`src/rtl/instr_encode_loader_if.sv`:
```
// Record-in / instruction-memory-out bundle for the program loader.
// master = harness side, slave = loader side.
interface instr_encode_loader_if #(
  parameter int ADDR_W = 32
);
  logic              in_valid;
  logic              in_ready;
  logic [2:0]        in_op;
  logic [4:0]        in_rs;
  logic [4:0]        in_rt;
  logic [4:0]        in_rd;
  logic [4:0]        in_shamt;
  logic [5:0]        in_funct;
  logic [15:0]       in_imm;
  logic [25:0]       in_target;
  logic              in_last;
  logic              im_stall;
  logic              im_we;
  logic [ADDR_W-1:0] im_addr;
  logic [31:0]       im_wdata;
  logic [15:0]       word_cnt;
  logic [7:0]        err_cnt;
  logic              done;

  modport master (
    output in_valid, in_op, in_rs, in_rt, in_rd, in_shamt, in_funct,
           in_imm, in_target, in_last, im_stall,
    input  in_ready, im_we, im_addr, im_wdata, word_cnt, err_cnt, done
  );

  modport slave (
    input  in_valid, in_op, in_rs, in_rt, in_rd, in_shamt, in_funct,
           in_imm, in_target, in_last, im_stall,
    output in_ready, im_we, im_addr, im_wdata, word_cnt, err_cnt, done
  );
endinterface

```
`src/rtl/instr_encode_loader.sv`:
```
// Encodes compact instruction records into MIPS words, queues them in a FIFO
// and streams them into instruction memory at auto-incrementing byte addresses.
module instr_encode_loader #(
  parameter int                 DEPTH     = 4,
  parameter int                 ADDR_W    = 32,
  parameter logic [ADDR_W-1:0]  BASE_ADDR = '0
) (
  input  logic                  clk,
  input  logic                  rst,
  instr_encode_loader_if.slave  bus
);
  // Handshake: a record transfers on a rising edge where in_valid & in_ready.
  // in_ready depends only on registered state (no same-cycle bypass).

  localparam int             PW   = $clog2(DEPTH);
  localparam logic [PW:0]    FULL = (PW+1)'(DEPTH);

  typedef enum logic [2:0] {
    OP_RTYPE = 3'd0,
    OP_LW    = 3'd1,
    OP_SW    = 3'd2,
    OP_BEQ   = 3'd3,
    OP_J     = 3'd4,
    OP_ADDIU = 3'd5,
    OP_BGTZ  = 3'd6,
    OP_NOP   = 3'd7
  } op_e;

  logic [31:0]       mem [DEPTH];
  logic [PW-1:0]     wr_ptr;
  logic [PW-1:0]     rd_ptr;
  logic [PW:0]       count;
  logic [ADDR_W-1:0] addr;
  logic              last_seen;

  logic [31:0]       enc_word;
  logic              enc_bad;
  logic              accept;
  logic              push;
  logic              pop;

  always_comb begin
    enc_word = '0;
    enc_bad  = 1'b0;
    case (op_e'(bus.in_op))
      OP_RTYPE: begin
        enc_word = {6'd0, bus.in_rs, bus.in_rt, bus.in_rd, bus.in_shamt, bus.in_funct};
        case (bus.in_funct)
          6'd0, 6'd2, 6'd32, 6'd33, 6'd34, 6'd35, 6'd36, 6'd37, 6'd42: enc_bad = 1'b0;
          default: enc_bad = 1'b1;
        endcase
      end
      OP_LW:    enc_word = {6'd35, bus.in_rs, bus.in_rt, bus.in_imm};
      OP_SW:    enc_word = {6'd43, bus.in_rs, bus.in_rt, bus.in_imm};
      OP_BEQ:   enc_word = {6'd4,  bus.in_rs, bus.in_rt, bus.in_imm};
      OP_J:     enc_word = {6'd2,  bus.in_target};
      OP_ADDIU: enc_word = {6'd9,  bus.in_rs, bus.in_rt, bus.in_imm};
      // BGTZ has no rt operand; the field is architecturally zero.
      OP_BGTZ:  enc_word = {6'd7,  bus.in_rs, 5'd0, bus.in_imm};
      OP_NOP:   enc_word = 32'd0;
      default:  enc_word = 32'd0;
    endcase
  end

  assign bus.in_ready = (count < FULL) & ~last_seen;
  assign accept       = bus.in_valid & bus.in_ready;
  assign push         = accept & ~enc_bad;
  assign pop          = (count != '0) & ~bus.im_stall;

  always_ff @(posedge clk) begin
    if (push) begin
      mem[wr_ptr] <= enc_word;
    end
  end

  always_ff @(posedge clk) begin
    if (rst) begin
      wr_ptr       <= '0;
      rd_ptr       <= '0;
      count        <= '0;
      addr         <= BASE_ADDR;
      last_seen    <= 1'b0;
      bus.im_we    <= 1'b0;
      bus.im_addr  <= BASE_ADDR;
      bus.im_wdata <= 32'd0;
      bus.word_cnt <= 16'd0;
      bus.err_cnt  <= 8'd0;
      bus.done     <= 1'b0;
    end else begin
      if (push) begin
        wr_ptr <= wr_ptr + 1'b1;
      end

      if (pop) begin
        rd_ptr       <= rd_ptr + 1'b1;
        bus.im_we    <= 1'b1;
        bus.im_addr  <= addr;
        bus.im_wdata <= mem[rd_ptr];
        addr         <= addr + ADDR_W'(4);
        bus.word_cnt <= bus.word_cnt + 16'd1;
      end else begin
        bus.im_we <= 1'b0;
      end

      if (push && !pop) begin
        count <= count + 1'b1;
      end else if (pop && !push) begin
        count <= count - 1'b1;
      end

      if (accept && enc_bad && bus.err_cnt != 8'hFF) begin
        bus.err_cnt <= bus.err_cnt + 8'd1;
      end

      if (accept && bus.in_last) begin
        last_seen <= 1'b1;
      end

      // Once the last record is in and the FIFO has emptied, the final word
      // (if any) is being written this cycle, so done rises on the next edge.
      if (last_seen && count == '0) begin
        bus.done <= 1'b1;
      end
    end
  end
endmodule

```
`src/flat_wrapper.sv`:
```
// flat-port wrapper written by rule: the top's interface ports become plain ports
module instr_encode_loader_flat 
#(
  parameter int                 DEPTH     = 4,
  parameter int                 ADDR_W    = 32,
  parameter logic [ADDR_W-1:0]  BASE_ADDR = '0
)
  (clk, rst, bus_in_valid, bus_in_op, bus_in_rs, bus_in_rt, bus_in_rd, bus_in_shamt, bus_in_funct, bus_in_imm, bus_in_target, bus_in_last, bus_im_stall, bus_in_ready, bus_im_we, bus_im_addr, bus_im_wdata, bus_word_cnt, bus_err_cnt, bus_done);
  instr_encode_loader_if #(.ADDR_W(ADDR_W)) bus_i ();
  input  logic clk;
  input  logic rst;
  input wire logic [$bits(bus_i.in_valid)-1:0] bus_in_valid;
  input wire logic [$bits(bus_i.in_op)-1:0] bus_in_op;
  input wire logic [$bits(bus_i.in_rs)-1:0] bus_in_rs;
  input wire logic [$bits(bus_i.in_rt)-1:0] bus_in_rt;
  input wire logic [$bits(bus_i.in_rd)-1:0] bus_in_rd;
  input wire logic [$bits(bus_i.in_shamt)-1:0] bus_in_shamt;
  input wire logic [$bits(bus_i.in_funct)-1:0] bus_in_funct;
  input wire logic [$bits(bus_i.in_imm)-1:0] bus_in_imm;
  input wire logic [$bits(bus_i.in_target)-1:0] bus_in_target;
  input wire logic [$bits(bus_i.in_last)-1:0] bus_in_last;
  input wire logic [$bits(bus_i.im_stall)-1:0] bus_im_stall;
  output wire logic [$bits(bus_i.in_ready)-1:0] bus_in_ready;
  output wire logic [$bits(bus_i.im_we)-1:0] bus_im_we;
  output wire logic [$bits(bus_i.im_addr)-1:0] bus_im_addr;
  output wire logic [$bits(bus_i.im_wdata)-1:0] bus_im_wdata;
  output wire logic [$bits(bus_i.word_cnt)-1:0] bus_word_cnt;
  output wire logic [$bits(bus_i.err_cnt)-1:0] bus_err_cnt;
  output wire logic [$bits(bus_i.done)-1:0] bus_done;
  assign bus_i.in_valid = bus_in_valid;
  assign bus_i.in_op = bus_in_op;
  assign bus_i.in_rs = bus_in_rs;
  assign bus_i.in_rt = bus_in_rt;
  assign bus_i.in_rd = bus_in_rd;
  assign bus_i.in_shamt = bus_in_shamt;
  assign bus_i.in_funct = bus_in_funct;
  assign bus_i.in_imm = bus_in_imm;
  assign bus_i.in_target = bus_in_target;
  assign bus_i.in_last = bus_in_last;
  assign bus_i.im_stall = bus_im_stall;
  assign bus_in_ready = bus_i.in_ready;
  assign bus_im_we = bus_i.im_we;
  assign bus_im_addr = bus_i.im_addr;
  assign bus_im_wdata = bus_i.im_wdata;
  assign bus_word_cnt = bus_i.word_cnt;
  assign bus_err_cnt = bus_i.err_cnt;
  assign bus_done = bus_i.done;
  instr_encode_loader #(.DEPTH(DEPTH), .ADDR_W(ADDR_W), .BASE_ADDR(BASE_ADDR)) u_core (.clk(clk), .rst(rst), .bus(bus_i));
endmodule
```
`config.mk`:
```
export PLATFORM = sky130hd
export DESIGN_NAME = instr_encode_loader_flat
export DESIGN_NICKNAME = d
export VERILOG_FILES = /design/src/rtl/instr_encode_loader_if.sv /design/src/rtl/instr_encode_loader.sv /design/src/flat_wrapper.sv
export SDC_FILE = /design/constraint.sdc
export NUM_CORES = 1
export LEC_CHECK = 0
export CAP_MARGIN = 25
export CORE_MARGIN = 1.5
export CORE_UTILIZATION = 40
export DETAILED_ROUTE_END_ITERATION = 12
export PLACE_DENSITY_LB_ADDON = 0.12
export SLEW_MARGIN = 10
export SYNTH_ARGS = -nofsm -noshare
export SYNTH_HDL_FRONTEND = slang
export SYNTH_SLANG_ARGS = --single-unit
```
`constraint.sdc`:
```
create_clock -name clk -period 7.2 [get_ports clk]
set_clock_uncertainty 0.15 [all_clocks]
set_input_delay 1.08 -clock clk [delete_from_list [all_inputs] [get_ports clk]]
set_output_delay 1.08 -clock clk [all_outputs]
set_load 0.01 [all_outputs]
```
# Word level (Yosys, flattened, before mapping)
# Memory sizes are Yosys's and may differ from the RTL's. A register that Yosys moved wholly into a read port is not among the register bits.
# Cells that the tools add are included.
# word_totals
output_inout_bits	91
wordCells	64
inputBits	76
regBits	98
ram_bits	128
mem_count	1
# memory_table
name	words	width	rd	rd_clocked_by_memory_dff	write_ports	line_no	rtl
u_core.mem	4	32	1	1	1	instr_encode_loader.sv:29	logic [31:0] mem [DEPTH];
# op_classes
n_lt_le_gt_ge	1
muxes	8
n_addsub	7
reduce_logical	14
eq_ne	16
bitwise	7
# op_table
operator	n
32-bit case mux with 8 select lines	1
6-bit equality test (second input constant)	7
32-bit by 3-bit adder with 32-bit output (second input constant)	1
16-bit by 1-bit adder with 16-bit output (second input constant)	1
3-bit equality test (second input constant)	4
9-bit OR reduction	1
8-bit by 1-bit adder with 8-bit output (second input constant)	1
8-bit inequality test (second input constant)	1
3-bit by 2-bit equality test with 1-bit output (second input constant)	2
6-bit by 2-bit equality test with 1-bit output (second input constant)	1
1-bit logical AND	6
3-bit logical NOT	2
6-bit logical NOT	1
3-bit two-way mux	2
1-bit two-way mux	5
2-bit by 1-bit adder with 2-bit output (second input constant)	2
1-bit bitwise AND	4
3-bit by 1-bit adder with 3-bit output (second input constant)	1
3-bit by 1-bit equality test with 1-bit output (second input constant)	1
3-bit less-than comparator (second input constant)	1
1-bit inverter	3
3-bit nonzero test	1
3-bit by 1-bit subtractor with 3-bit output (second input constant)	1
1-bit logical NOT	2
2-bit nonzero test	1

# Logic depth before layout (Yosys ltp)
# depth
depth_word	10
depth_mapped	12
mapped_depth_nobuf	11

# Least setup slack after synthesis
# Ideal clock, no wire load.
# synth_path
kind	input-to-reg
startpoint	input bus_in_funct[3]
endpoint	register u_core.count[2]
setup_time_ns	0.070
path_stages	10
path_slack_ns	3.488
t_required_ns	6.980
t_arrival_ns	3.491
path_buffers	1
path_cell_list	or4b_2 -> o2111ai_1 -> clkbuf_1 -> and2_1 -> ha_1 -> inv_1 -> fa_1 -> xor2_1 -> or3_1 -> a21oi_1
# synth_via
elab_chain_len	9
elab_cells_between_ends	19
classes_between	eq/ne: 8; mux: 3; bitwise: 2; reduce/logical: 6
# synth_rtl
element	line_no	rtl
start, declared	flat_wrapper.sv:18	input wire logic [$bits(bus_i.in_funct)-1:0] bus_in_funct;
6-bit by 2-bit equality test with 1-bit output (tied with other cells)	instr_encode_loader.sv:48	case (bus.in_funct)
9-bit OR reduction *	instr_encode_loader.sv:48	
1-bit two-way mux *	instr_encode_loader.sv:48	
1-bit two-way mux *	instr_encode_loader.sv:45	case (op_e'(bus.in_op))
1-bit inverter *	instr_encode_loader.sv:67	assign push = accept & ~enc_bad;
1-bit bitwise AND *	instr_encode_loader.sv:67	
named net u_core.push	instr_encode_loader.sv:39	logic push;
1-bit logical NOT	instr_encode_loader.sv:107	end else if (pop && !push) begin
1-bit logical AND	instr_encode_loader.sv:107	
2-bit nonzero test (no line)	n/a	
end signal, assigned	instr_encode_loader.sv:106	count <= count + 1'b1;
end signal, assigned	instr_encode_loader.sv:108	count <= count - 1'b1;
end, declared	instr_encode_loader.sv:32	logic [PW:0] count;
# The timed path passes the listed nets; every way through them passes the cells marked *.
# A chain may end at the register's enable or synchronous reset.

# Worst setup path after layout
# Ends and elaborated chain as after synthesis.

==> impl_metrics.ini <==
[worst_setup_path]
regToRegStartpoint = u_core.count[2]
cp.depth = 11
crit_type = primary input to flop
slowest_stage = or4b_2
end_kind = flop
r2r_slack_ns = 4.61
endpoint = u_core.count[2]
cp_data_arrival_time_ns = 4.04
crit_fanout = 22
path_buf_inv = 3
critical_path_required_ns = 7.51
reg2reg_to = u_core.bus.err_cnt[7]
start_kind = primary input
crit_path_cell_trace = clkdlybuf4s50_1 -> or4b_2 -> o2111ai_1 -> buf_4 -> and2_1 -> ha_1 -> inv_1 -> fa_1 -> xor2_1 -> or3_1 -> a21oi_1
critPathTopFamily = simple AND/OR/NAND/NOR gates
critPathLaunch = bus_in_funct[3]
reg2regPathDepth = 5
max_stage_delay_ns = 0.68

[placement]
place.detailed.hpwl_mm = 14.1
io_buffers = 163
place_congestion = 0.706
placedCellCount = 1301

[cells_and_area]
layout-drive-gt1-share = 0.100
area_growth_pct = 27.9
layout.nets = 1096
antenna_cells = 0
finalNonFillerCells = 1350
layout_common_cells = clkdlybuf4s50_1, nand2_1, edfxtp_1, dfxtp_1, a21oi_1
final_common_cell = clkdlybuf4s50_1

[grt]
grt_start_max_net_pins = 91
grtUsageTotal = 0.173
grt.busiest_layer = met2
grt_pass1_wl_mm = 36.4
grt.met3_usage = 0.0322
grt_pass1_vias = 6853
grtUsageMet2 = 0.294
met1_usage = 0.233
grt_overflow = 0
antenna_found_initial = 0

[clock_tree]
cts_made_buffers = 27
cts-resized-gates = 0
postCtsSetupBuffers = 0
clock_sinks = 249
hold_buffers = 0
cts.clk_slew.worst_paths_ns = 0.06
htreeDepth = 1
clk_latency_ns = 0.53
clockBufferDepth = 3
cts_tree = yes
cts_root_buf = clkbuf_16

[power_and_ir_drop]
power_frac_seq = 0.445
p_per_area_nw_per_um2 = 298
peakVddDrop_uv = 180
swShare = 0.262
finalPower_mw = 3.85
p_leak_nw = 4.28
internal_power_mw = 2.84
combPwrFrac = 0.193
p_switching_mw = 1.01
power.share.clock = 0.362

[die]
die_w_microns = 162
initial_core_util = 0.412
dieArea_sq_um = 26200
io_pins = 167
die_h_microns = 162
core-area_sq_um = 24500
row_count = 57

[sta]
min_period_over_period = 0.518
drv_slew = 0
hold_viol = 0
fin_crit_ns = 3.73
grt_setup_unrepaired = false
tns_ns = 0
tightest_slew_ns = 0.966
setup_viol = 0
relSlewSlack = 0.356
whs_ns = 0.302
fmax_mhz = 268

[yosys]
yosysSeqAreaShare = 0.616
synth_top_flop_cell = dfxtp_1
synth_warnings = 0
synth_edf_count = 124
synth_top_area_cell = edfxtp_1
yosys.cell_types.count = 46
async_flop_share = 0
netlist_instances = 858
synth.area.top_cells = edfxtp_1, dfxtp_1, mux4_2, nand2_1, a21oi_1
synth_seq_cells = 249
syn_avg_cell_area_sq_um = 11.8
synth_top_cell_area_share = 0.369
synth_area_sq_um = 10100

[drt]
routed_wl_mm = 22.5
detail-route-antenna-nets = 0
drc = 0
drt_iter0_drc = 511
viasPerCell = 5.18
dr.pass1.iters = 5
num_vias = 6992
wire_per_inst_microns = 16.7

[run]
cap_violations = 0

[min_path]
hold_class = flop to flop

[status]
outcome = finished clean
## worst min-delay path by stage
stage                                 from  cells past startpoint  slack [ns]                endpoint
floorplan                  u_core.addr[31]                      2        0.29  u_core.bus.im_addr[31]
global placement    u_core.bus.im_addr[24]                      2        0.29  u_core.bus.im_addr[24]
detailed placement  u_core.bus.im_addr[24]                      2        0.30  u_core.bus.im_addr[24]
CTS                 u_core.bus.im_addr[24]                      2        0.30  u_core.bus.im_addr[24]
global route        u_core.bus.im_wdata[2]                      2        0.32  u_core.bus.im_wdata[2]
finish              u_core.bus.im_addr[24]                      2        0.30  u_core.bus.im_addr[24]
## cell usage after synthesis (10+ instances only)
cell type and instances:
o21ai_0 16, a22o_1 10, a21oi_1 92, xnor2_1 16, o31ai_1 12, nand3_1 16, nand4_1 11, or4_1 12
nor3_1 10, dfxtp_1 125, edfxtp_1 124, nand2_1 142, mux4_2 31, clkbuf_1 39, or3_1 19, inv_1 30
a222oi_1 16, ha_1 12, nor2_1 41
## state kept, by name (all words and copies together), names as in the netlist
| signal | count |
|---|---|
| u_core.bus.err_cnt | 8 |
| u_core.mem | 124 |
| u_core.bus.im_wdata | 31 |
| u_core.addr | 30 |
| u_core.bus.word_cnt | 16 |
| u_core.last_seen | 1 |
| u_core.bus.done | 1 |
| u_core.wr_ptr | 2 |
| u_core.count | 3 |
| u_core.bus.im_we | 1 |
| u_core.rd_ptr | 2 |
| u_core.bus.im_addr | 30 |
## logic make-up after synthesis
logic type	count (synthesis)	synth area share
mux	40	0.0790
other cells	1	0.000371
buf+inv	84	0.0329
flops	249	0.616
fa+ha+maj	13	0.0168
xor+xnor	23	0.0199
simple gates	295	0.142
compound gates	153	0.0929
## tightest hold or removal path: cells and delay by family (launching register included)
kind,cells,cell delay [ns]
simple gates,1,0.05
compound gates,1,0.05
flops,1,0.31
## stage by stage
| stage | worst slack [ns] | util | area [sq um] |
|---|---|---|---|
| final | 3.47 | 0.527 | 12900 |
| after global routing | 3.29 | 0.527 | 12900 |
| after CTS | 3.49 | 0.526 | 12900 |
| after detailed placement | 2.95 | 0.489 | 12000 |
| after global placement | 2.99 | 0.489 | 12000 |
| after floorplan | 3.49 | - | 10100 |
## metal layers
layer  wire, microns  part of all wire  vias to the layer above
met4             258             0.011                        0
li1                -                 -                     3437
met2           10900              0.48                      161
met5               0                 0                        -
met1           10400              0.46                     3371
met3            1020             0.045                       23
## power by group through the flow
stage | combinational [mW] | clock [mW] | sequential, mW
floorplan | 0.458 | 0 | 1.74
global placement | 0.755 | 0 | 1.74
detailed placement | 0.760 | 0 | 1.74
CTS | 0.764 | 1.43 | 1.71
global route | 0.825 | 1.49 | 1.73
finish | 0.744 | 1.40 | 1.71
## final cells by class
cell class	count	area, sq um
Timing Repair Buffer	172	1700
Inverter	30	113
Sequential cell	249	6230
Multi-Input combinational cell	527	3570
Tap cell	324	405
Clock buffer	40	785
Clock inverter	8	118
Fill cell	2197	11600
No activity file was read; power rests on OpenSTA's default activity.
